### config.mk
export PLATFORM = sky130hd
export DESIGN_NAME = ym_clk_phase_gen
export DESIGN_NICKNAME = d
export VERILOG_FILES = /design/src/rtl/ym_clk_pkg.sv /design/src/rtl/ym_clk_div_cnt.sv /design/src/rtl/ym_clk_phase_gen.sv
export SDC_FILE = /design/constraint.sdc
export NUM_CORES = 1
export LEC_CHECK = 0
export ABC_AREA = 1
export BUFFER_PORTS_ARGS = -buffer_cell sky130_fd_sc_hd__buf_2
export CAP_MARGIN = 20
export CELL_PAD_IN_SITES_DETAIL_PLACEMENT = 0
export CELL_PAD_IN_SITES_GLOBAL_PLACEMENT = 1
export CORE_MARGIN = 10
export CORE_UTILIZATION = 41
export CTS_BUF_LIST = sky130_fd_sc_hd__clkbuf_4 sky130_fd_sc_hd__clkbuf_8 sky130_fd_sc_hd__clkbuf_16
export CTS_CLUSTER_DIAMETER = 40
export DETAILED_ROUTE_END_ITERATION = 8
export PLACE_DENSITY = 0.86
export REMOVE_ABC_BUFFERS = 1
export SYNTH_ARGS = -nofsm -noshare
export SYNTH_HDL_FRONTEND = slang
export SYNTH_SLANG_ARGS = --single-unit
### constraint.sdc
create_clock -name MCLK -period 3.6 [get_ports MCLK]
set_input_delay 0 -clock MCLK [delete_from_list [all_inputs] [get_ports MCLK]]
set_output_delay 0 -clock MCLK [all_outputs]
set_load 0.005 [all_outputs]
### src/rtl/ym_clk_pkg.sv
// Shared constants and phase-window helpers for the ym master phase generator.
// Optional build macro: YM_CLKGEN_STEP_EN (single-step phase control).
package ym_clk_pkg;

    localparam int PW     = 4;
    localparam int CW     = 5;
    localparam int CYCLES = 24;

    localparam logic [PW-1:0] DIV0   = PW'(12);
    localparam logic [PW-1:0] DIV1   = PW'(6);
    localparam logic [PW-1:0] DIV2   = PW'(4);
    localparam logic [PW-1:0] GAP    = PW'(1);
    localparam logic [PW-1:0] PH_ONE = PW'(1);

    localparam logic [CW-1:0] CYC_LAST = CW'(CYCLES - 1);
    localparam logic [CW-1:0] CYC_ONE  = CW'(1);

    localparam logic [1:0] SEL_DIV0 = 2'd0;
    localparam logic [1:0] SEL_DIV1 = 2'd1;
    localparam logic [1:0] SEL_DIV2 = 2'd2;
    localparam logic [1:0] SEL_STOP = 2'd3;

    typedef enum logic {
        ST_RUN,
        ST_STOP
    } state_e;

    // Stop maps to DIV0 so a reset under stop still loads a sane period.
    function automatic logic [PW-1:0] n_of_sel(input logic [1:0] sel);
        logic [PW-1:0] n;
        case (sel)
            SEL_DIV0: n = DIV0;
            SEL_DIV1: n = DIV1;
            SEL_DIV2: n = DIV2;
            default:  n = DIV0;
        endcase
        return n;
    endfunction

    function automatic logic c1_win(input logic [PW-1:0] cnt,
                                    input logic [PW-1:0] n);
        return cnt < ((n >> 1) - GAP);
    endfunction

    function automatic logic c2_win(input logic [PW-1:0] cnt,
                                    input logic [PW-1:0] n);
        return (cnt >= (n >> 1)) && (cnt < (n - GAP));
    endfunction

endpackage

### src/rtl/ym_clk_div_cnt.sv
// Tick counter within one chip clock: wrap detect, hold, and N_act load.
// The period register only changes at a wrap, so phases are never cut short.
module ym_clk_div_cnt
    import ym_clk_pkg::*;
(
    input  logic          clk_i,
    input  logic          rst_i,
    input  logic          adv_i,
    input  logic          stop_i,
    input  logic [1:0]    sel_i,
    output logic [PW-1:0] ph_q_o,
    output logic [PW-1:0] ph_d_o,
    output logic [PW-1:0] n_d_o,
    output logic          load_o,
    output logic          halt_o
);

    logic [PW-1:0] ph_q;
    logic [PW-1:0] ph_d;
    logic [PW-1:0] n_q;
    logic [PW-1:0] n_d;
    logic [PW-1:0] n_sel;
    logic          at_wrap;
    logic          load;
    logic          halt;

    // While stopped the counter sits at its wrap point and re-tests div_sel.
    always_comb begin
        n_sel   = n_of_sel(sel_i);
        at_wrap = stop_i || (ph_q == (n_q - PH_ONE));
        load    = adv_i && at_wrap && (sel_i != SEL_STOP);
        halt    = adv_i && at_wrap && (sel_i == SEL_STOP);
        ph_d    = ph_q;
        n_d     = n_q;
        if (load) begin
            ph_d = '0;
            n_d  = n_sel;
        end else if (adv_i && !at_wrap) begin
            ph_d = ph_q + PH_ONE;
        end
    end

    // Reset parks the counter on the last tick so release wraps to 0.
    always_ff @(posedge clk_i) begin
        if (rst_i) begin
            n_q  <= n_sel;
            ph_q <= n_sel - PH_ONE;
        end else begin
            n_q  <= n_d;
            ph_q <= ph_d;
        end
    end

    assign ph_q_o = ph_q;
    assign ph_d_o = ph_d;
    assign n_d_o  = n_d;
    assign load_o = load;
    assign halt_o = halt;

endmodule

### src/rtl/ym_clk_phase_gen.sv
// Master two-phase (c1/c2) enable generator with chip-cycle slot counter.
// Optional build macro: YM_CLKGEN_STEP_EN adds step_mode/step inputs.
module ym_clk_phase_gen
    import ym_clk_pkg::*;
(
    input  logic          MCLK,
    input  logic          reset,
    input  logic [1:0]    div_sel,
`ifdef YM_CLKGEN_STEP_EN
    input  logic          step_mode,
    input  logic          step,
`endif
    output logic          c1,
    output logic          c2,
    output logic [PW-1:0] ph_cnt,
    output logic          ph_wrap,
    output logic [CW-1:0] cyc,
    output logic          cyc0,
    output logic          running
);

    logic          adv;
    logic [PW-1:0] ph_q;
    logic [PW-1:0] ph_d;
    logic [PW-1:0] n_d;
    logic          load;
    logic          halt;

    state_e        state_q;
    state_e        state_d;
    logic [CW-1:0] cyc_q;
    logic [CW-1:0] cyc_d;
    logic          run_d;
    logic          c1_q;
    logic          c2_q;
    logic          wrap_q;
    logic          cyc0_q;
    logic          run_q;
    logic          c1_d;
    logic          c2_d;
    logic          cyc0_d;

`ifdef YM_CLKGEN_STEP_EN
    assign adv = !step_mode || step;
`else
    assign adv = 1'b1;
`endif

    ym_clk_div_cnt u_div_cnt (
        .clk_i  (MCLK),
        .rst_i  (reset),
        .adv_i  (adv),
        .stop_i (state_q == ST_STOP),
        .sel_i  (div_sel),
        .ph_q_o (ph_q),
        .ph_d_o (ph_d),
        .n_d_o  (n_d),
        .load_o (load),
        .halt_o (halt)
    );

    // Next-state decode so every output register matches ph_cnt's cycle.
    always_comb begin
        state_d = state_q;
        if (load) begin
            state_d = ST_RUN;
        end else if (halt) begin
            state_d = ST_STOP;
        end
        cyc_d = cyc_q;
        if (load) begin
            cyc_d = (cyc_q == CYC_LAST) ? '0 : cyc_q + CYC_ONE;
        end
        run_d  = (state_d == ST_RUN);
        c1_d   = run_d && c1_win(ph_d, n_d);
        c2_d   = run_d && c2_win(ph_d, n_d);
        cyc0_d = load && (cyc_d == '0);
    end

    // RUN/STOP state, slot counter and all registered outputs.
    always_ff @(posedge MCLK) begin
        if (reset) begin
            state_q <= ST_STOP;
            cyc_q   <= CYC_LAST;
            c1_q    <= 1'b0;
            c2_q    <= 1'b0;
            wrap_q  <= 1'b0;
            cyc0_q  <= 1'b0;
            run_q   <= (div_sel != SEL_STOP);
        end else begin
            state_q <= state_d;
            cyc_q   <= cyc_d;
            c1_q    <= c1_d;
            c2_q    <= c2_d;
            wrap_q  <= load;
            cyc0_q  <= cyc0_d;
            run_q   <= run_d;
        end
    end

    assign c1      = c1_q;
    assign c2      = c2_q;
    assign ph_cnt  = ph_q;
    assign ph_wrap = wrap_q;
    assign cyc     = cyc_q;
    assign cyc0    = cyc0_q;
    assign running = run_q;

endmodule

# Word level (Yosys, flattened, before mapping)
# Index checks and enable logic that the tools add are counted.
# W data, S select, Z words.
[classes]
n_addsub = 6
magnitude_cmp = 3
n_eq_ne = 6
mux = 11
bitwise = 1
reduce_logical = 8
[op_table]
columns = ["operator", "n"]
rows = [
  ["$mux W4", 5],
  ["$sub A4 B1 Y4 const B", 3],
  ["$mux W5", 2],
  ["$lt A4 B4 Y1", 2],
  ["$pmux W4 S2", 1],
  ["$logic_and A1 B1 Y1", 6],
  ["$add A5 B1 Y5 const B", 1],
  ["$eq A5 B5 Y1 const B", 1],
  ["$logic_not A5 Y1", 1],
  ["$add A4 B1 Y4 const B", 1],
  ["$eq A2 B2 Y1 const B", 2],
  ["$eq A4 B4 Y1", 1],
  ["$ge A4 B3 Y1", 1],
  ["$sub A3 B1 Y4 const B", 1],
  ["$mux W1", 3],
  ["$eq A2 B1 Y1 const B", 1],
  ["$ne A2 B2 Y1 const B", 1],
  ["$logic_or A1 B1 Y1", 1],
  ["$not A1 Y1", 1],
]
[totals]
regBits = 19
word_cells = 44

# Depth between registers and ports, before layout
[logic_depth]
ltp_word = 9
mapped_depth = 24
ltp_nobuf = 23

# Modules after synthesis
# From an unflattened synthesis, not the netlist that was laid out.
[hier_totals]
hier_cells = 209
hier_area_um2 = 1385.1
[by_module_without_submodules]
columns = ["mod", "n_inst", "cells_each", "area_per_inst_um2", "seq_area_each_um2"]
rows = [
  ["ym_clk_phase_gen", 1, 101, 732.0, 220.2],
  ["ym_clk_div_cnt", 1, 108, 653.1, 160.2],
]

# Worst setup path before layout
# OpenSTA, ideal clock, no wires.
[synth_timing]
path_type = "register to register"
start = "register u_div_cnt.n_q[0]"
end = "register c2_q (netlist: c2)"
setup_ps = 70
t_arrival_ps = 2680
required_time_ps = 3530
slack_ps = 850
path_stages_with_launch = 25
path_buffers = 1
cell_sequence = "dfxtp_1 > inv_2 > ha_1 > inv_1 > nand2_1 > nand2_1 > nand2_2 > nor2_4 > nand2_4 > nand2_8 > nand2_8 > buf_12 > nand2_1 > inv_1 > ha_1 > nand2_1 > inv_1 > nor2_2 > xor2_1 > ha_1 > nand2_1 > nand3_1 > nor2_1 > nand2_1 > a21oi_1"
[synth_via]
elab_chain_len = 9
[synth_rtl]
columns = ["element", "line_no", "rtl"]
rows = [
  ["from (decl)", "ym_clk_div_cnt.sv:20", "logic [PW-1:0] n_q;"],
  ["from (signal assigned)", "ym_clk_div_cnt.sv:46", "n_q <= n_sel;"],
  ["from (signal assigned)", "ym_clk_div_cnt.sv:49", "n_q <= n_d;"],
  ["$sub A4 B1 Y4", "ym_clk_div_cnt.sv:30", "at_wrap = stop_i || (ph_q == (n_q - PH_ONE));"],
  ["$eq A4 B4 Y1", "ym_clk_div_cnt.sv:30", ""],
  ["$logic_or A1 B1 Y1", "ym_clk_div_cnt.sv:30", ""],
  ["$logic_and A1 B1 Y1", "ym_clk_div_cnt.sv:31", "load = adv_i && at_wrap && (sel_i != SEL_STOP);"],
  ["$mux W4", "ym_clk_div_cnt.sv:35", "if (load) begin"],
  ["$sub A4 B1 Y4", "ym_clk_pkg.sv:47", "return (cnt >= (n >> 1)) && (cnt < (n - GAP));"],
  ["$lt A4 B4 Y1", "ym_clk_pkg.sv:47", ""],
  ["$logic_and A1 B1 Y1", "ym_clk_pkg.sv:47", ""],
  ["$logic_and A1 B1 Y1 *", "ym_clk_phase_gen.sv:76", "c2_d = run_d && c2_win(ph_d, n_d);"],
  ["to (signal assigned)", "ym_clk_phase_gen.sv:86", "c2_q <= 1'b0;"],
  ["to (signal assigned)", "ym_clk_phase_gen.sv:94", "c2_q <= c2_d;"],
  ["to (decl)", "ym_clk_phase_gen.sv:35", "logic c2_q;"],
]
# Mark *: on every way between the ends. The rest lies on a longest branch, timed or not.
# A chain may end at the register's enable or synchronous reset.

# Final worst setup path
# Same ends and word-level chain as after synthesis.

==> impl_metrics.ini <==
[outcome]
status = complete, no violations

[power]
vdd_drop_max_v = 0.0001584
power_uw = 632.1
p_leak_nw = 0.8261
powerDensity_nw_per_um2 = 415.1

[synthesis]
synth_top_area_share_pct = 27.74
syn_area_sq_um = 1371
synth_area_leaders = dfxtp_1 (28%), ha_1 (16%), nand2_1 (13%)
synth-seq-area-share_pct = 27.74
syn_area_per_cell_sq_um = 7.413
yosys_warnings = 0
ys_ff_latch = 19
ys_types = 27
syn-instance-count = 185
synth_top_cell_by_area = dfxtp_1

[route]
drc = 0
wl_per_cell_microns = 11.26
routed_via_density = 4.707
dr_total_vias = 1172
drt-initial-drc-count = 102
drtPass1Iterations = 4
routed_wirelength_mm = 2.803
ant_nets = 0

[timing]
finalSetupViolCount = 0
period_share_pct = 83.99
hold_ws_ps = 36.16
fin_setup_tns_ps = 0
rsz0062_at_grt = no
worst_slack_ps = 576.5
tightest_slew_ps = 308.2
fmax_ghz = 0.3307
max_slew_margin_pct = 79.29
period_needed_ps = 3023
hold_viol = 0
final_max_slew_viol_count = 0
fin_skew_ps = 3.326

[global_routing]
grt_overflow = 0
grt_pass1_wl_mm = 4.526
grt_max_degree = 16
grt_busiest_layer = met2
met1_usage_pct = 12.78
grtUsageMet2_pct = 12.94
track_usage_pct = 9.108
antenna_found_initial = 0
grt_pass1_vias = 962
met3_usage_pct = 1.959

[worst_setup_path]
critPathCaptureType = register
r2r_end = c2
reg2reg_depth = 22
cp-start-kind = register
worstSetupPathType = reg -> reg
rrSetupSlack_ps = 580
r2r_start = u_div_cnt.n_q[0]
cp.arrival_ps = 3270
critPathRequiredTime_ps = 3840
path_max_fanout = 15

[clock_network]
clock-sinks = 19
cts_root_buf = clkbuf_4
postCtsHoldBufs = 0
path_clk_slew_ps = 110
post_cts_resized = 0
cts.path.max_buffers = 2
cts_max_level = 1
postCtsSetupBuffers = 0
tritoncts = done
insertion_delay_ps = 300
numCtsBuffers = 3

[worst_hold_path]
worstHoldEndpoint = ph_wrap
min_path_type = in -> reg
holdPathStages = 2
min-delay-start = reset

[floorplanning]
pin_count = 18
die-area_sq_um = 6058
start_util_pct = 43.84
dieWidth_microns = 77.84
die_h_microns = 77.84
core_sq_um = 3128
rows = 20

[layout]
syn_to_final_growth_pct = 11.04
fillCellCount = 328
drive_above_1_share_pct = 21.46
final_nets = 227
n_antenna_cell = 0
post-route-util_pct = 48.68

[placement]
pre_cts_ws_ps = 611.4
portBuffers = 17
gp_congestion = 0.8170
dp_hpwl_mm = 2.292

[run]
maxCapViolations = 0
-- stage by stage --
stage               area, sq um  std cells
detailed placement         1495        245
floorplan                  1348        183
global route               1523        249
global placement           1495        245
CTS                        1523        249
finish                     1523        249
-- synthesized netlist by cell type (all sizes together) --
cell type / count
nor2: 15
or2: 1
a21o: 1
o21a: 1
nand2: 56
inv: 30
nor3: 1
a21oi: 4
xnor2: 2
xor2: 3
clkbuf: 1
nand4: 2
nand3: 15
buf: 1
dfxtp: 19
o21ai: 16
ha: 17
-- metal layers --
metal / vias to the layer above / routed length (microns)
li1: 628 / -
met1: 511 / 1364
met2: 29 / 1260
met3: 4 / 140
met4: 0 / 37
met5: - / 0
-- worst max-delay path: stages, from the launching register on --
cell and delay, ps:
dfxtp_1 440, inv_2 80, ha_1 310, inv_1 60, nand2_1 40, nand2_1 70
nand2_2 60, nor2_4 110, nand2_4 90, nand2_8 100, nand2_8 110, o21ai_2 290
ha_1 210, nand2_1 50, inv_1 70, nor2_2 40, xor2_1 140, ha_1 290
nand2_1 70, nand3_1 70, nor2_1 100, nand2_1 50, a21oi_1 100
-- cell usage in the layout (no fill, tap or decap), drive strengths merged --
cell type,netlist,routed
a21o,1,1
a21oi,4,4
buf,1,18
clkbuf,1,3
clkinv,0,1
dfxtp,19,19
ha,17,17
inv,30,30
nand2,56,56
nand3,15,15
nand4,2,2
nor2,15,15
nor3,1,1
o21a,1,1
o21ai,16,16
or2,1,1
xnor2,2,2
xor2,3,3
-- layout make-up --
type                    count  area [sq um]  area share, %
multi-input cells         134         854.6          56.12
clock buffers               3         22.52          1.479
well taps                  44         55.05          3.615
repair buffers             18         92.59          6.081
inverters                  30         112.6          7.395
flip-flops and latches     19         380.4          24.98
clock inverters             1         5.005         0.3287
-- power by group --
group	internal [mW]	leakage, nW	switching, mW	total, mW
clock network	0.0414	0.0177	0.0689	0.110
logic	0.108	0.651	0.154	0.262
registers	0.235	0.158	0.0244	0.260
-- logic make-up (layout without fill, tap and decap cells) --
logic type                 Yosys count  after routing  synth area share [%]
xor gates and xnor gates             5              5                 3.194
and+or+nand+nor                     90             90                 34.67
DFF                                 19             19                 27.74
adders and majority gates           17             17                 15.51
AOI/OAI and AO/OA                   22             22                 8.943
buffers and inverters               32             52                 9.945
-- flip-flops by register name, summed over array words and instances, names as in the netlist --
name              cells
u_div_cnt.n_q         4
state_q               1
cyc                   5
c1                    1
cyc0                  1
u_div_cnt.ph_q_o      4
c2                    1
ph_wrap               1
running               1
-- worst max path at each step --
| stage | end | slack [ps] | from | cells past startpoint |
|---|---|---|---|---|
| 2_1_floorplan | c2 | 940 | u_div_cnt.n_q[0] | 22 |
| 3_3_place_gp | c2 | 710 | u_div_cnt.n_q[0] | 23 |
| 6_report | c2 | 580 | u_div_cnt.n_q[0] | 22 |
| 4_1_cts | c2 | 570 | u_div_cnt.n_q[0] | 22 |
| 3_5_place_dp | c2 | 610 | u_div_cnt.n_q[0] | 22 |
| 5_1_grt | c2 | 280 | u_div_cnt.n_q[0] | 22 |
Power figures use the tool's default switching activity.
